File: src/rtl/bcd_pkg.sv
// Shared types and constants for the serial double-dabble converter slice.
package bcd_pkg;

   typedef enum logic [1:0] {
      IDLE  = 2'd0,
      SHIFT = 2'd1,
      DONE  = 2'd2
   } state_t;

   localparam int unsigned BCD_DIGIT_W = 4;
   localparam int unsigned ADD3_THRESH = 5;
   localparam int unsigned ADD3_VAL    = 3;

   // Ceiling log2; returns at least 1 so it can size a select or counter.
   function automatic int unsigned clog2(input int unsigned v);
      int unsigned r;
      r = 1;
      while ((32'd1 << r) < v) r = r + 1;
      return r;
   endfunction

endpackage

File: src/rtl/bcd_conv_arbiter_if.sv
// Request/response bundle between the requesters, the consumer and the converter.
interface bcd_conv_arbiter_if
   import bcd_pkg::*;
#(
   parameter int unsigned BIN_W  = 8,
   parameter int unsigned DIGITS = 3,
   parameter int unsigned NREQ   = 2,
   parameter int unsigned ID_W   = 1
);
   logic [NREQ-1:0]               req_valid;
   logic [NREQ*BIN_W-1:0]         req_data;
   logic [NREQ-1:0]               req_ready;
   logic                          rsp_valid;
   logic [BCD_DIGIT_W*DIGITS-1:0] rsp_bcd;
   logic [ID_W-1:0]               rsp_id;
   logic                          rsp_ready;

   modport master (
      output req_valid, req_data, rsp_ready,
      input  req_ready, rsp_valid, rsp_bcd, rsp_id
   );

   modport slave (
      input  req_valid, req_data, rsp_ready,
      output req_ready, rsp_valid, rsp_bcd, rsp_id
   );
endinterface

File: src/rtl/bcd_add3_digit.sv
// One BCD digit of double-dabble correction: add 3 when the digit is 5 or more.
module bcd_add3_digit
   import bcd_pkg::*;
(
   input  logic [BCD_DIGIT_W-1:0] i_digit,
   output logic [BCD_DIGIT_W-1:0] o_digit
);
   always_comb begin
      o_digit = i_digit;
      if (i_digit >= BCD_DIGIT_W'(ADD3_THRESH))
         o_digit = i_digit + BCD_DIGIT_W'(ADD3_VAL);
   end
endmodule

File: src/rtl/bcd_conv_arbiter.sv
// Round-robin shared serial binary-to-BCD converter, one operand bit per clock.
module bcd_conv_arbiter
   import bcd_pkg::*;
#(
   parameter int unsigned BIN_W  = 8,
   parameter int unsigned DIGITS = 3,
   parameter int unsigned NREQ   = 2,
   parameter int unsigned ID_W   = 1
)(
   input  logic                    clk,
   input  logic                    reset,
   bcd_conv_arbiter_if.slave       bus,
   output logic                    busy
);
   localparam int unsigned ACC_W = BCD_DIGIT_W * DIGITS;
   localparam int unsigned IDX_W = clog2(NREQ);
   localparam int unsigned CNT_W = clog2(BIN_W);

   if (ID_W < clog2(NREQ)) begin : g_bad_id_w
      $error("bcd_conv_arbiter: ID_W too narrow for NREQ");
   end

   state_t             r_state;
   state_t             w_state_nxt;
   logic [BIN_W-1:0]   r_bin;
   logic [ACC_W-1:0]   r_acc;
   logic [ACC_W-1:0]   r_bcd;
   logic [CNT_W-1:0]   r_cnt;
   logic [ID_W-1:0]    r_id;
   logic [IDX_W-1:0]   r_last;

   logic [BIN_W-1:0]   w_req_op [NREQ];
   logic               w_gnt_vld;
   logic [IDX_W-1:0]   w_gnt_idx;
   logic [NREQ-1:0]    w_req_ready;
   logic [ACC_W-1:0]   w_acc_adj;
   logic [ACC_W-1:0]   w_acc_shift;
   logic               w_last_bit;

   for (genvar k = 0; k < NREQ; k++) begin : g_op
      assign w_req_op[k] = bus.req_data[k*BIN_W +: BIN_W];
   end

   // Search starts just past the previous winner so every requester gets a turn.
   always_comb begin
      int unsigned sum;
      w_gnt_vld = 1'b0;
      w_gnt_idx = '0;
      sum       = 0;
      for (int unsigned i = 1; i <= NREQ; i++) begin
         sum = 32'(r_last) + i;
         if (sum >= NREQ) sum = sum - NREQ;
         if (!w_gnt_vld && bus.req_valid[IDX_W'(sum)]) begin
            w_gnt_vld = 1'b1;
            w_gnt_idx = IDX_W'(sum);
         end
      end
   end

   for (genvar d = 0; d < DIGITS; d++) begin : g_add3
      bcd_add3_digit u_add3 (
         .i_digit (r_acc[d*BCD_DIGIT_W +: BCD_DIGIT_W]),
         .o_digit (w_acc_adj[d*BCD_DIGIT_W +: BCD_DIGIT_W])
      );
   end

   assign w_acc_shift = {w_acc_adj[ACC_W-2:0], r_bin[BIN_W-1]};
   assign w_last_bit  = (r_cnt == CNT_W'(BIN_W - 1));

   always_ff @(posedge clk) begin
      if (reset) r_state <= IDLE;
      else       r_state <= w_state_nxt;
   end

   always_comb begin
      w_state_nxt = r_state;
      w_req_ready = '0;
      case (r_state)
         IDLE: begin
            if (w_gnt_vld) begin
               w_req_ready[w_gnt_idx] = 1'b1;
               w_state_nxt            = SHIFT;
            end
         end
         SHIFT: begin
            if (w_last_bit) w_state_nxt = DONE;
         end
         DONE: begin
            if (bus.rsp_ready) w_state_nxt = IDLE;
         end
         default: w_state_nxt = IDLE;
      endcase
   end

   // Accumulator and published result are separate so rsp_bcd never shows partial sums.
   always_ff @(posedge clk) begin
      if (reset) begin
         r_bin  <= '0;
         r_acc  <= '0;
         r_bcd  <= '0;
         r_cnt  <= '0;
         r_id   <= '0;
         r_last <= IDX_W'(NREQ - 1);
      end else begin
         case (r_state)
            IDLE: begin
               if (w_gnt_vld) begin
                  r_bin  <= w_req_op[w_gnt_idx];
                  r_acc  <= '0;
                  r_cnt  <= '0;
                  r_id   <= ID_W'(w_gnt_idx);
                  r_last <= w_gnt_idx;
               end
            end
            SHIFT: begin
               r_acc <= w_acc_shift;
               r_bin <= {r_bin[BIN_W-2:0], 1'b0};
               r_cnt <= r_cnt + CNT_W'(1);
               if (w_last_bit) r_bcd <= w_acc_shift;
            end
            default: ;
         endcase
      end
   end

   assign bus.req_ready = w_req_ready;
   assign bus.rsp_valid = (r_state == DONE);
   assign bus.rsp_bcd   = r_bcd;
   assign bus.rsp_id    = r_id;
   assign busy          = (r_state != IDLE);

endmodule
File: src/flat_wrapper.sv
// flat-port wrapper written by rule: the top's interface ports become plain ports
module bcd_conv_arbiter_flat import bcd_pkg::*;
#(
   parameter int unsigned BIN_W  = 8,
   parameter int unsigned DIGITS = 3,
   parameter int unsigned NREQ   = 2,
   parameter int unsigned ID_W   = 1
)
  (clk, reset, busy, bus_req_valid, bus_req_data, bus_rsp_ready, bus_req_ready, bus_rsp_valid, bus_rsp_bcd, bus_rsp_id);
  bcd_conv_arbiter_if #(.BIN_W(BIN_W), .DIGITS(DIGITS), .NREQ(NREQ), .ID_W(ID_W)) bus_i ();
  input  logic clk;
  input  logic reset;
  output logic busy;
  input wire logic [$bits(bus_i.req_valid)-1:0] bus_req_valid;
  input wire logic [$bits(bus_i.req_data)-1:0] bus_req_data;
  input wire logic [$bits(bus_i.rsp_ready)-1:0] bus_rsp_ready;
  output wire logic [$bits(bus_i.req_ready)-1:0] bus_req_ready;
  output wire logic [$bits(bus_i.rsp_valid)-1:0] bus_rsp_valid;
  output wire logic [$bits(bus_i.rsp_bcd)-1:0] bus_rsp_bcd;
  output wire logic [$bits(bus_i.rsp_id)-1:0] bus_rsp_id;
  assign bus_i.req_valid = bus_req_valid;
  assign bus_i.req_data = bus_req_data;
  assign bus_i.rsp_ready = bus_rsp_ready;
  assign bus_req_ready = bus_i.req_ready;
  assign bus_rsp_valid = bus_i.rsp_valid;
  assign bus_rsp_bcd = bus_i.rsp_bcd;
  assign bus_rsp_id = bus_i.rsp_id;
  bcd_conv_arbiter #(.BIN_W(BIN_W), .DIGITS(DIGITS), .NREQ(NREQ), .ID_W(ID_W)) u_core (.clk(clk), .reset(reset), .bus(bus_i), .busy(busy));
endmodule
File: config.mk
export PLATFORM = sky130hd
export DESIGN_NAME = bcd_conv_arbiter_flat
export DESIGN_NICKNAME = d
export VERILOG_FILES = /design/src/rtl/bcd_pkg.sv /design/src/rtl/bcd_conv_arbiter_if.sv /design/src/rtl/bcd_add3_digit.sv /design/src/rtl/bcd_conv_arbiter.sv /design/src/flat_wrapper.sv
export SDC_FILE = /design/constraint.sdc
export NUM_CORES = 1
export LEC_CHECK = 0
export ABC_AREA = 1
export BUFFER_PORTS_ARGS = -buffer_cell sky130_fd_sc_hd__buf_2
export CAP_MARGIN = 0
export CORE_UTILIZATION = 40
export CTS_BUF_LIST = sky130_fd_sc_hd__clkbuf_8
export CTS_CLUSTER_DIAMETER = 30
export DETAILED_ROUTE_END_ITERATION = 7
export GPL_ROUTABILITY_DRIVEN = 0
export PLACE_DENSITY_LB_ADDON = 0.05
export RECOVER_POWER = 50
export SYNTH_ARGS = -nofsm -noshare
export SYNTH_HDL_FRONTEND = slang
export SYNTH_SLANG_ARGS = --single-unit
File: constraint.sdc
create_clock -name clk -period 1.6 [get_ports clk]
set_clock_uncertainty 0.1 [all_clocks]
set_input_delay 0.16 -clock clk [delete_from_list [all_inputs] [get_ports clk]]
set_output_delay 0.16 -clock clk [all_outputs]
set_load 0.01 [all_outputs]
==> flow_summary.json, run 1 <==
{
  "outcome": "completed",
  "finalMaxSlewViolations": 0,
  "finish.instance_area_um2": 2340,
  "nNetsFinal": 353,
  "mappedNetlistArea_um2": 1970,
  "clock_h_tree_levels": 2,
  "synth_seq_area_share_pct": 39.6,
  "coreArea_um2": 4720,
  "timing.critical_path.depth": 8,
  "initial_core_util_pct": 41.7,
  "synthCells": 280,
  "detail_route.first_pass.iterations": 4,
  "dr_total_vias": 1841,
  "design.portCount": 38,
  "worstHoldPathType": "in -> reg",
  "hold-path-cell-count": 4,
  "final_routed_wirelength_um": 4260,
  "floorplan.die.width_um": 72.2,
  "first_pass_grt_wire_length_um": 7240,
  "critical_path_endpoint_category": "flop",
  "vias_per_cell": 4.71,
  "finalCritPeriodShare_pct": 94.4,
  "post_dp_cell_area_um2": 2260,
  "worstSkewPairLatency_ns": 0.29,
  "path_common_cell": "sky130_fd_sc_hd__ha_1",
  "tritoncts": "built",
  "number_of_nets_in_the_synthesized_netlist": 309,
  "die_area_um2": 5210,
  "power-per-cell-area_nw_per_um2": 834,
  "detail_route.iter0.violations": 149,
  "antenna_violations_before_repair": 0,
  "p_leak_nw": 1.09,
  "grt_remaining_overflow": 0,
  "std_cell_rows": 25,
  "timing.critical_path.max_delay_family": "buffers and inverters",
  "portBuffers": 37,
  "synth_warnings": 0,
  "critPathSlowestCell": "sky130_fd_sc_hd__dfxtp_1",
  "cts_root_buffer": "sky130_fd_sc_hd__clkbuf_8",
  "post_route_cells_drive_above_1_share_pct": 15.4,
  "vdd_ir_max_v": 0.000453,
  "measured_slew_at_the_worst_slew_check_pin_ns": 0.327,
  "wl_per_cell_um": 10.9,
  "cts.hold.buffers_added": 0,
  "grt_start_max_net_pins": 21,
  "cts.path.max_buffers": 2,
  "max-slew-margin-rel_pct": 78.2,
  "grtUsageTotal_pct": 17.9,
  "critical_path_buf_inv_count": 3,
  "number_of_buffers_added_by_the_clock_tree_synthesis_step": 5,
  "grt_pass1_vias": 1660,
  "rsz0062_at_grt": "true",
  "synth_area_per_inst_um2": 7.04,
  "final.min_clock_period_ns": 1.51,
  "remaining_drc_errors": 0,
  "final_hold_viol_count": 0,
  "antennaDiodeCount": 0,
  "critPathLaunchType": "flop",
  "dieHeight_um": 72.2,
  "tns_ns": 0,
  "path_clk_slew_ns": 0.08,
  "cts_sinks": 39,
  "yosysUniqueCellTypes": 25,
  "postRouteAntennaNets": 0,
  "clock.fmax_mhz": 662,
  "arrival_ns": 1.59,
  "max_capacitance_violation_count": 0,
  "worst_r2r_path_depth": 8,
  "area_growth_syn_to_layout_pct": 18.7,
  "finalSetupViolCount": 0,
  "dp.final_hpwl_um": 3020,
  "critical_path_class": "reg -> reg",
  "data_required_time_of_the_critical_path_ns": 1.68,
  "timing.critical_path.fanout_max": 7,
  "critPathMaxStageDelay_ns": 0.34,
  "crit_chain": "ha_1 -> ha_1 -> inv_2 -> nor2_4 -> clkinvlp_4 -> buf_6 -> nand2_1 -> a21oi_1",
  "yosys_register_bits": 39
}
## logic make-up (layout without fill, tap and decap cells)
kind of cell	count (synthesis)	after routing	share of synthesized area, %
AO/OA/AOI/OAI	67	67	19.2
multiplexers	1	1	0.508
adder cells (fa/ha/maj)	8	8	5.08
buffers and inverters	50	94	10.7
flip-flops	39	39	39.6
AND/OR/NAND/NOR	115	115	24.9
## worst paths after layout
check	from	endpoint	slack [ns]
setup / recovery	u_core.r_cnt[1]	u_core.bus.rsp_bcd[0]	0.09
hold / removal	bus_rsp_ready	u_core.r_state[1]	0.01
setup reg to reg	u_core.r_cnt[1]	u_core.bus.rsp_bcd[0]	0.09
hold reg to reg	u_core.bus.rsp_bcd[0]	u_core.bus.rsp_bcd[0]	0.36
## synthesized netlist by cell type
master	n	share of area (%)
sky130_fd_sc_hd__dfxtp_1	39	40
sky130_fd_sc_hd__inv_2	1	0.19
sky130_fd_sc_hd__o21ai_0	19	4.8
sky130_fd_sc_hd__nand2_1	76	14
sky130_fd_sc_hd__buf_2	4	1.0
sky130_fd_sc_hd__o21a_1	5	1.9
sky130_fd_sc_hd__inv_1	38	7.2
sky130_fd_sc_hd__o211ai_1	6	2.3
sky130_fd_sc_hd__o21ai_2	1	0.44
sky130_fd_sc_hd__o21ai_1	1	0.25
sky130_fd_sc_hd__mux2i_1	1	0.51
sky130_fd_sc_hd__nand2_2	1	0.32
sky130_fd_sc_hd__nand3_1	20	5.1
sky130_fd_sc_hd__a21oi_1	31	7.9
sky130_fd_sc_hd__buf_6	2	1.1
sky130_fd_sc_hd__nor2_4	2	1.1
sky130_fd_sc_hd__nand4_1	6	1.9
sky130_fd_sc_hd__ha_1	8	5.1
sky130_fd_sc_hd__buf_4	1	0.38
sky130_fd_sc_hd__nor2_2	1	0.32
sky130_fd_sc_hd__a21oi_2	1	0.44
sky130_fd_sc_hd__clkinv_1	1	0.19
sky130_fd_sc_hd__a21o_1	3	1.1
sky130_fd_sc_hd__clkbuf_1	3	0.57
sky130_fd_sc_hd__nor2_1	9	1.7
## flip-flops by register name (all words and copies together), names as in the netlist
signal	flops
u_core.r_cnt	3
u_core.r_bin	8
u_core.r_last	1
u_core.r_state	2
u_core.bus.rsp_bcd	12
u_core.bus.rsp_id	1
u_core.r_acc	12
## where the power goes
group | internal, W | switching, W | total, W | leakage (nW)
Sequential | 0.00101 | 0.0000187 | 0.00103 | 0.318
Combinational | 0.0000933 | 0.000153 | 0.000247 | 0.721
Clock | 0.000338 | 0.000342 | 0.000680 | 0.0470
## what timing repair did
| item | CTS | global route |
|---|---|---|
| endpoints found under the setup margin | 0 | 7 |
| setup buffers | 0 | 1 |
| resized for setup | 0 | 6 |
## placed cells by master (no fill, tap or decap), types with 2 or more instances in the layout
cell type and instances:
sky130_fd_sc_hd__a21o_1 3, sky130_fd_sc_hd__a21oi_1 31, sky130_fd_sc_hd__buf_2 23, sky130_fd_sc_hd__buf_4 6, sky130_fd_sc_hd__clkbuf_1 14, sky130_fd_sc_hd__clkbuf_2 2, sky130_fd_sc_hd__clkbuf_8 6, sky130_fd_sc_hd__dfxtp_1 37
sky130_fd_sc_hd__dfxtp_2 2, sky130_fd_sc_hd__ha_1 8, sky130_fd_sc_hd__inv_1 36, sky130_fd_sc_hd__inv_2 2, sky130_fd_sc_hd__nand2_1 76, sky130_fd_sc_hd__nand3_1 20, sky130_fd_sc_hd__nand4_1 6, sky130_fd_sc_hd__nor2_1 10
sky130_fd_sc_hd__nor2_4 2, sky130_fd_sc_hd__o211ai_1 6, sky130_fd_sc_hd__o21a_1 5, sky130_fd_sc_hd__o21ai_0 18, sky130_fd_sc_hd__o21ai_1 2
## final cells by class
type	instances	area, um2
tap	67	83.8
timing repair buffer	47	254
fill	491	2380
inverter	40	154
clock inverter	1	5.00
multi-input combinational	191	977
sequential	39	783
clock buffer	6	82.6
## worst min-delay path, delay by kind of cell
| family | cells | cell delay, ns |
|---|---|---|
| compound gates | 1 | 0.05 |
| simple gates | 1 | 0.05 |
| buf+inv | 2 | 0.11 |
## layer usage
metal | track usage, % | vias up | routed length, um
met5 | 0 | - | 0
met4 | 5.88 | 0 | 36
met3 | 5.00 | 4 | 199
met2 | 30.1 | 43 | 1960
met1 | 21.9 | 796 | 2060
li1 | - | 998 | -
## through the flow
step                      setup WS (ns)  util, %  total power [W]  std cells  hold slack (ns)
after global placement            0.137     47.8          0.00130        383            0.331
after global routing            -0.0122     49.5          0.00206        391           0.0403
final                            0.0890     49.5          0.00195        391           0.0117
after floorplan                   0.186        -          0.00122        280            0.231
after CTS                         0.111     49.7          0.00199        390          0.00905
after detailed placement          0.119     47.8          0.00130        383            0.334
Note: power is estimated with default switching activity, not from simulation.
==> inputs of run 2 (changes only) <==
clock period = 1.2 ns   (was 1.6 ns; I/O delays follow)
==> flow_summary.json, run 2 (same netlist as run 1, synthesis figures left out) <==
{
  "cts_root_buffer": "sky130_fd_sc_hd__clkbuf_8",
  "post_route_cells_drive_above_1_share_pct": 47.5,
  "worstSkewPairLatency_ns": 0.29,
  "dieHeight_um": 72.2,
  "critPathSlowestCell": "sky130_fd_sc_hd__dfxtp_2",
  "grt_start_max_net_pins": 21,
  "timing.critical_path.fanout_max": 17,
  "met3_wirelength_um": 124,
  "finalSetupViolCount": 40,
  "m1WireLength_um": 2390,
  "critical_path_endpoint_category": "flop",
  "grt_remaining_overflow": 0,
  "postRouteAntennaNets": 0,
  "clock_h_tree_levels": 2,
  "outcome": "finished with violations",
  "layout_commonest_cell": "sky130_fd_sc_hd__nand2_1",
  "antenna_violations_before_repair": 0,
  "final_routed_wirelength_um": 5120,
  "finish.instance_area_um2": 3040,
  "measured_slew_at_the_worst_slew_check_pin_ns": 0.331,
  "worst_setup_slack_before_clock_tree_synthesis_ns": -0.165,
  "die_area_um2": 5210,
  "vdd_ir_max_v": 0.000786,
  "route.met2.wl_um": 2530,
  "critical_path_buf_inv_count": 3,
  "coreArea_um2": 4720,
  "finalCritPeriodShare_pct": 114,
  "path_clk_slew_ns": 0.08,
  "rsz0062_at_grt": "true",
  "antennaDiodeCount": 0,
  "timing.critical_path.depth": 8,
  "timing.critical_path.max_delay_family": "flip-flops",
  "max_capacitance_violation_count": 0,
  "final_hold_viol_count": 0,
  "remaining_drc_errors": 0,
  "p_leak_nw": 1.41,
  "arrival_ns": 1.45,
  "detail_route.first_pass.iterations": 4,
  "nNetsFinal": 382,
  "cts_sinks": 39,
  "area.sequential_um2": 801,
  "worstHoldPathType": "in -> reg",
  "wl_per_cell_um": 12.2,
  "max-slew-margin-rel_pct": 77.9,
  "critPathLaunchType": "flop",
  "initial_core_util_pct": 41.7,
  "cts.path.max_buffers": 2,
  "first_pass_grt_wire_length_um": 8210,
  "std_cell_rows": 25,
  "grtUsageTotal_pct": 20.3,
  "final.setup.worst_slack_ns": -0.163,
  "worst_setup_sp": "u_core.r_cnt[1]",
  "rr_startpoint": "u_core.r_cnt[1]",
  "portBuffers": 37,
  "commonest_cells_after_routing_fill_and_taps_aside": "sky130_fd_sc_hd__nand2_1 (47), sky130_fd_sc_hd__dfxtp_1 (29), sky130_fd_sc_hd__buf_2 (28), sky130_fd_sc_hd__inv_1 (27), sky130_fd_sc_hd__buf_4 (24)",
  "worst_r2r_path_depth": 8,
  "path_common_cell": "sky130_fd_sc_hd__ha_4",
  "design_power_total_w": 0.00280,
  "area_growth_syn_to_layout_pct": 54.1,
  "design.portCount": 38,
  "grt_pass1_vias": 1835,
  "topRoutingLayerUsed": "met4",
  "dr_total_vias": 2000,
  "fill_count": 411,
  "post_dp_cell_area_um2": 2480,
  "finalMaxSlewViolations": 0,
  "multi_input_area_um2": 1340,
  "critPathMaxStageDelay_ns": 0.34,
  "floorplan.die.width_um": 72.2,
  "power-per-cell-area_nw_per_um2": 920,
  "violations": "setup timing",
  "final.min_clock_period_ns": 1.36,
  "data_required_time_of_the_critical_path_ns": 1.28,
  "tritoncts": "built",
  "number_of_buffers_added_by_the_clock_tree_synthesis_step": 5,
  "detail_route.iter0.violations": 72,
  "hold-path-cell-count": 3,
  "dp.final_hpwl_um": 3370,
  "crit_chain": "ha_4 -> ha_4 -> inv_4 -> nor2_4 -> buf_12 -> o21a_1 -> o21ai_1 -> inv_1",
  "critical_path_class": "reg -> reg",
  "min-delay-start": "bus_req_data[12]",
  "clock.fmax_mhz": 734,
  "vias_per_cell": 4.75
}
[run 2: cell types whose count changed in the layout (fill, tap and decap cells not counted), sizes merged]
cell         delta
dlygate4sd3     +1
inv             +3
clkinvlp        -1
clkbuf         -11
buf            +38
[run 2: cell type report]
type / instances / share of cell area, %
Clock buffer: 5 / 2.26
Clock inverter: 3 / 0.412
Inverter: 40 / 5.68
Multi-Input combinational cell: 191 / 43.9
Sequential cell: 39 / 26.3
Tap cell: 67 / 2.76
Timing Repair Buffer: 76 / 18.6
[run 2: power breakdown]
part,internal [W],leakage [nW],switching (W),total [W]
combinational,0.000273,1.04,0.000299,0.000573
sequential,0.00134,0.322,0.0000430,0.00138
clock,0.000391,0.0505,0.000451,0.000842
total,0.00200,1.41,0.000793,0.00280
[run 2: per-layer routing]
layer	GRT usage [%]	vias to the layer above
met3	4.03	9
met4	6.75	0
met2	33.7	26
li1	-	1060
met5	0	-
met1	26.2	905
[run 2: worst paths after layout]
| kind | slack [ns] | to |
|---|---|---|
| worst max-delay path | -0.16 | u_core.bus.rsp_bcd[9] |
| worst min-delay path | 0.05 | u_core.r_bin[4] |
| worst max register to register | -0.16 | u_core.bus.rsp_bcd[9] |
| worst min register to register | 0.36 | u_core.bus.rsp_id |
[run 2: repair_timing]
item | 4_1_cts | 5_1_grt
pin swaps | 13 | 28
hold endpoints to repair | 1 | 0
resized for setup | 50 | 68
setup buffers | 6 | 5
hold buffers | 1 | 0
endpoints found under the setup margin | 41 | 41
[run 2: worst reg2reg max path, stage by stage (launching register included)]
cell                      delay (ns)
sky130_fd_sc_hd__dfxtp_2        0.34
sky130_fd_sc_hd__ha_4           0.16
sky130_fd_sc_hd__ha_4           0.16
sky130_fd_sc_hd__inv_4          0.06
sky130_fd_sc_hd__nor2_4         0.04
sky130_fd_sc_hd__buf_12         0.14
sky130_fd_sc_hd__o21a_1         0.16
sky130_fd_sc_hd__o21ai_1        0.06
sky130_fd_sc_hd__inv_1          0.04
[run 2: through the flow]
stage	setup TNS (ns)	hold slack (ns)	instances	utilization, %
3_5_place_dp	-3.17	0.287	403	52.4
3_3_place_gp	-2.84	0.283	403	52.4
2_1_floorplan	-0.643	0.191	280	-
5_1_grt	-6.64	0.0651	421	64.3
6_report	-4.02	0.0549	421	64.3
4_1_cts	-3.87	0.0476	418	58.7
==> inputs of run 3 (changes only) <==
TNS_END_PERCENT = 1   (was not set)
==> flow_summary.json, run 3 (same netlist as run 1, synthesis figures left out) <==
{
  "outcome": "finished with violations",
  "violations": "setup timing",
  "timing.critical_path.fanout_max": 4,
  "final_routed_wirelength_um": 4710,
  "worst_setup_slack_before_clock_tree_synthesis_ns": -0.192,
  "fraction_of_met3_tracks_used_by_global_routing_pct": 4.58,
  "globalRoute.busiestLayer": "met2",
  "nNetsFinal": 376,
  "postRouteAntennaNets": 0,
  "dieHeight_um": 72.2,
  "grtUsageTotal_pct": 19.5,
  "number_of_buffers_added_by_the_clock_tree_synthesis_step": 5,
  "measured_slew_at_the_worst_slew_check_pin_ns": 0.340,
  "finalCritPeriodShare_pct": 115,
  "cts_root_buffer": "sky130_fd_sc_hd__clkbuf_8",
  "placed_cells": 405,
  "finalSetupViolCount": 35,
  "max_capacitance_violation_count": 0,
  "layout_commonest_cell": "sky130_fd_sc_hd__nand2_1",
  "wl_per_cell_um": 11.3,
  "crit-reg2reg-capture": "u_core.bus.rsp_bcd[5]",
  "dp.final_hpwl_um": 3330,
  "data_required_time_of_the_critical_path_ns": 0.98,
  "max-slew-margin-rel_pct": 77.3,
  "grt_pass1_vias": 1845,
  "met1_track_demand_over_resource_pct": 24.4,
  "worst_setup_sp": "u_core.r_state[0]",
  "post_route_cells_drive_above_1_share_pct": 33.6,
  "die_area_um2": 5210,
  "portBuffers": 37,
  "final_hold_viol_count": 0,
  "grt_start_max_net_pins": 22,
  "final.min_clock_period_ns": 1.39,
  "clock.fmax_mhz": 722,
  "critical_path_endpoint_category": "output port",
  "tritoncts": "built",
  "min-delay-start": "bus_req_data[0]",
  "antennaDiodeCount": 0,
  "power-per-cell-area_nw_per_um2": 1030,
  "grt_remaining_overflow": 0,
  "vdd_ir_max_v": 0.000628,
  "cts.path.max_buffers": 2,
  "commonest_cells_after_routing_fill_and_taps_aside": "sky130_fd_sc_hd__nand2_1 (64), sky130_fd_sc_hd__inv_1 (31), sky130_fd_sc_hd__a21oi_1 (30), sky130_fd_sc_hd__buf_2 (30), sky130_fd_sc_hd__dfxtp_1 (29)",
  "critPathMaxStageDelay_ns": 0.36,
  "worst_hold_path.endpoint": "u_core.r_bin[0]",
  "design.portCount": 38,
  "worstHoldPathType": "in -> reg",
  "path_clk_slew_ns": 0.08,
  "clock_h_tree_levels": 2,
  "std_cell_rows": 25,
  "rsz0062_at_grt": "true",
  "arrival_ns": 1.17,
  "coreArea_um2": 4720,
  "worstSkewPairLatency_ns": 0.28,
  "floorplan.die.width_um": 72.2,
  "initial_core_util_pct": 41.7,
  "finalMaxSlewViolations": 0,
  "final.setup.worst_slack_ns": -0.186,
  "layoutNonFillerInstCount": 415,
  "timing.critical_path.max_delay_family": "flip-flops",
  "cts_sinks": 39,
  "critical_path_class": "reg -> out",
  "crit_chain": "inv_1 -> nand2_2 -> buf_4 -> nor2_2 -> buf_2",
  "worst_r2r_path_depth": 8,
  "antenna_violations_before_repair": 0,
  "first_pass_grt_wire_length_um": 8020,
  "rr_startpoint": "u_core.r_cnt[1]",
  "regToRegSetupSlack_ns": -0.16,
  "detail_route.first_pass.iterations": 4,
  "vias_per_cell": 4.77,
  "hold-path-cell-count": 5,
  "critPathLaunchType": "flop",
  "detail_route.iter0.violations": 56,
  "met2_layer_usage_reported_by_global_route_pct": 33.6,
  "critPathSlowestCell": "sky130_fd_sc_hd__dfxtp_4",
  "area_growth_syn_to_layout_pct": 36.3,
  "p_leak_nw": 1.28,
  "remaining_drc_errors": 0,
  "critical_path_buf_inv_count": 3,
  "dr_total_vias": 1979
}
## run 3: report_power, final
group / total, W / switching (W) / internal (W)
sequential: 0.00137 / 0.0000291 / 0.00134
clock: 0.000956 / 0.000440 / 0.000516
combinational: 0.000433 / 0.000234 / 0.000199
total: 0.00276 / 0.000703 / 0.00206
## run 3: cell type report
class	instances	area, um2
flip-flops and latches	39	796
clock inverters	1	3.75
well taps	67	83.8
fillers	478	2040
clock buffers	7	96.3
inverters	40	155
multi-input cells	191	1090
repair buffers	70	467
## run 3: timing repair
action,4_1_cts,5_1_grt
endpoints found under the setup margin,39,41
endpoints found under the hold margin,1,0
pin swaps,3,2
gates resized for setup,25,19
buffers inserted,1,0
hold buffers,1,0
## run 3: worst min-delay path, stage by stage
cell and delay [ns]:
sky130_fd_sc_hd__buf_2 0.07, sky130_fd_sc_hd__nand2_1 0.04, sky130_fd_sc_hd__nand3_1 0.05, sky130_fd_sc_hd__nand2_1 0.04, sky130_fd_sc_hd__inv_1 0.04
## run 3: worst max-delay path by stage
stage                                  endpoint  slack (ns)  cells after the start
after floorplan           u_core.bus.rsp_bcd[8]       -0.09                      8
after global placement    u_core.bus.rsp_bcd[2]       -0.19                      9
after detailed placement  u_core.bus.rsp_bcd[2]       -0.19                      9
after CTS                      bus_req_ready[0]       -0.16                      4
after global routing      u_core.bus.rsp_bcd[1]       -0.27                      8
final                          bus_req_ready[1]       -0.19                      5
## run 3: stage by stage
stage | setup TNS (ns) | util [%] | hold slack, ns | power [W] | area [um2]
finish | -2.88 | 56.9 | 0.0122 | 0.00276 | 2690
detailed placement | -3.57 | 52.5 | 0.295 | 0.00180 | 2480
global route | -6.19 | 56.9 | 0.0766 | 0.00292 | 2690
floorplan | -1.08 | - | 0.191 | 0.00163 | 2020
global placement | -3.36 | 52.5 | 0.284 | 0.00180 | 2480
CTS | -3.03 | 55.9 | 0.0112 | 0.00279 | 2640
## run 3: per-layer routing
layer | up-vias | wire (um)
li1 | 1046 | -
met4 | 0 | 54
met2 | 37 | 2220
met3 | 6 | 150
met5 | - | 0
met1 | 890 | 2290
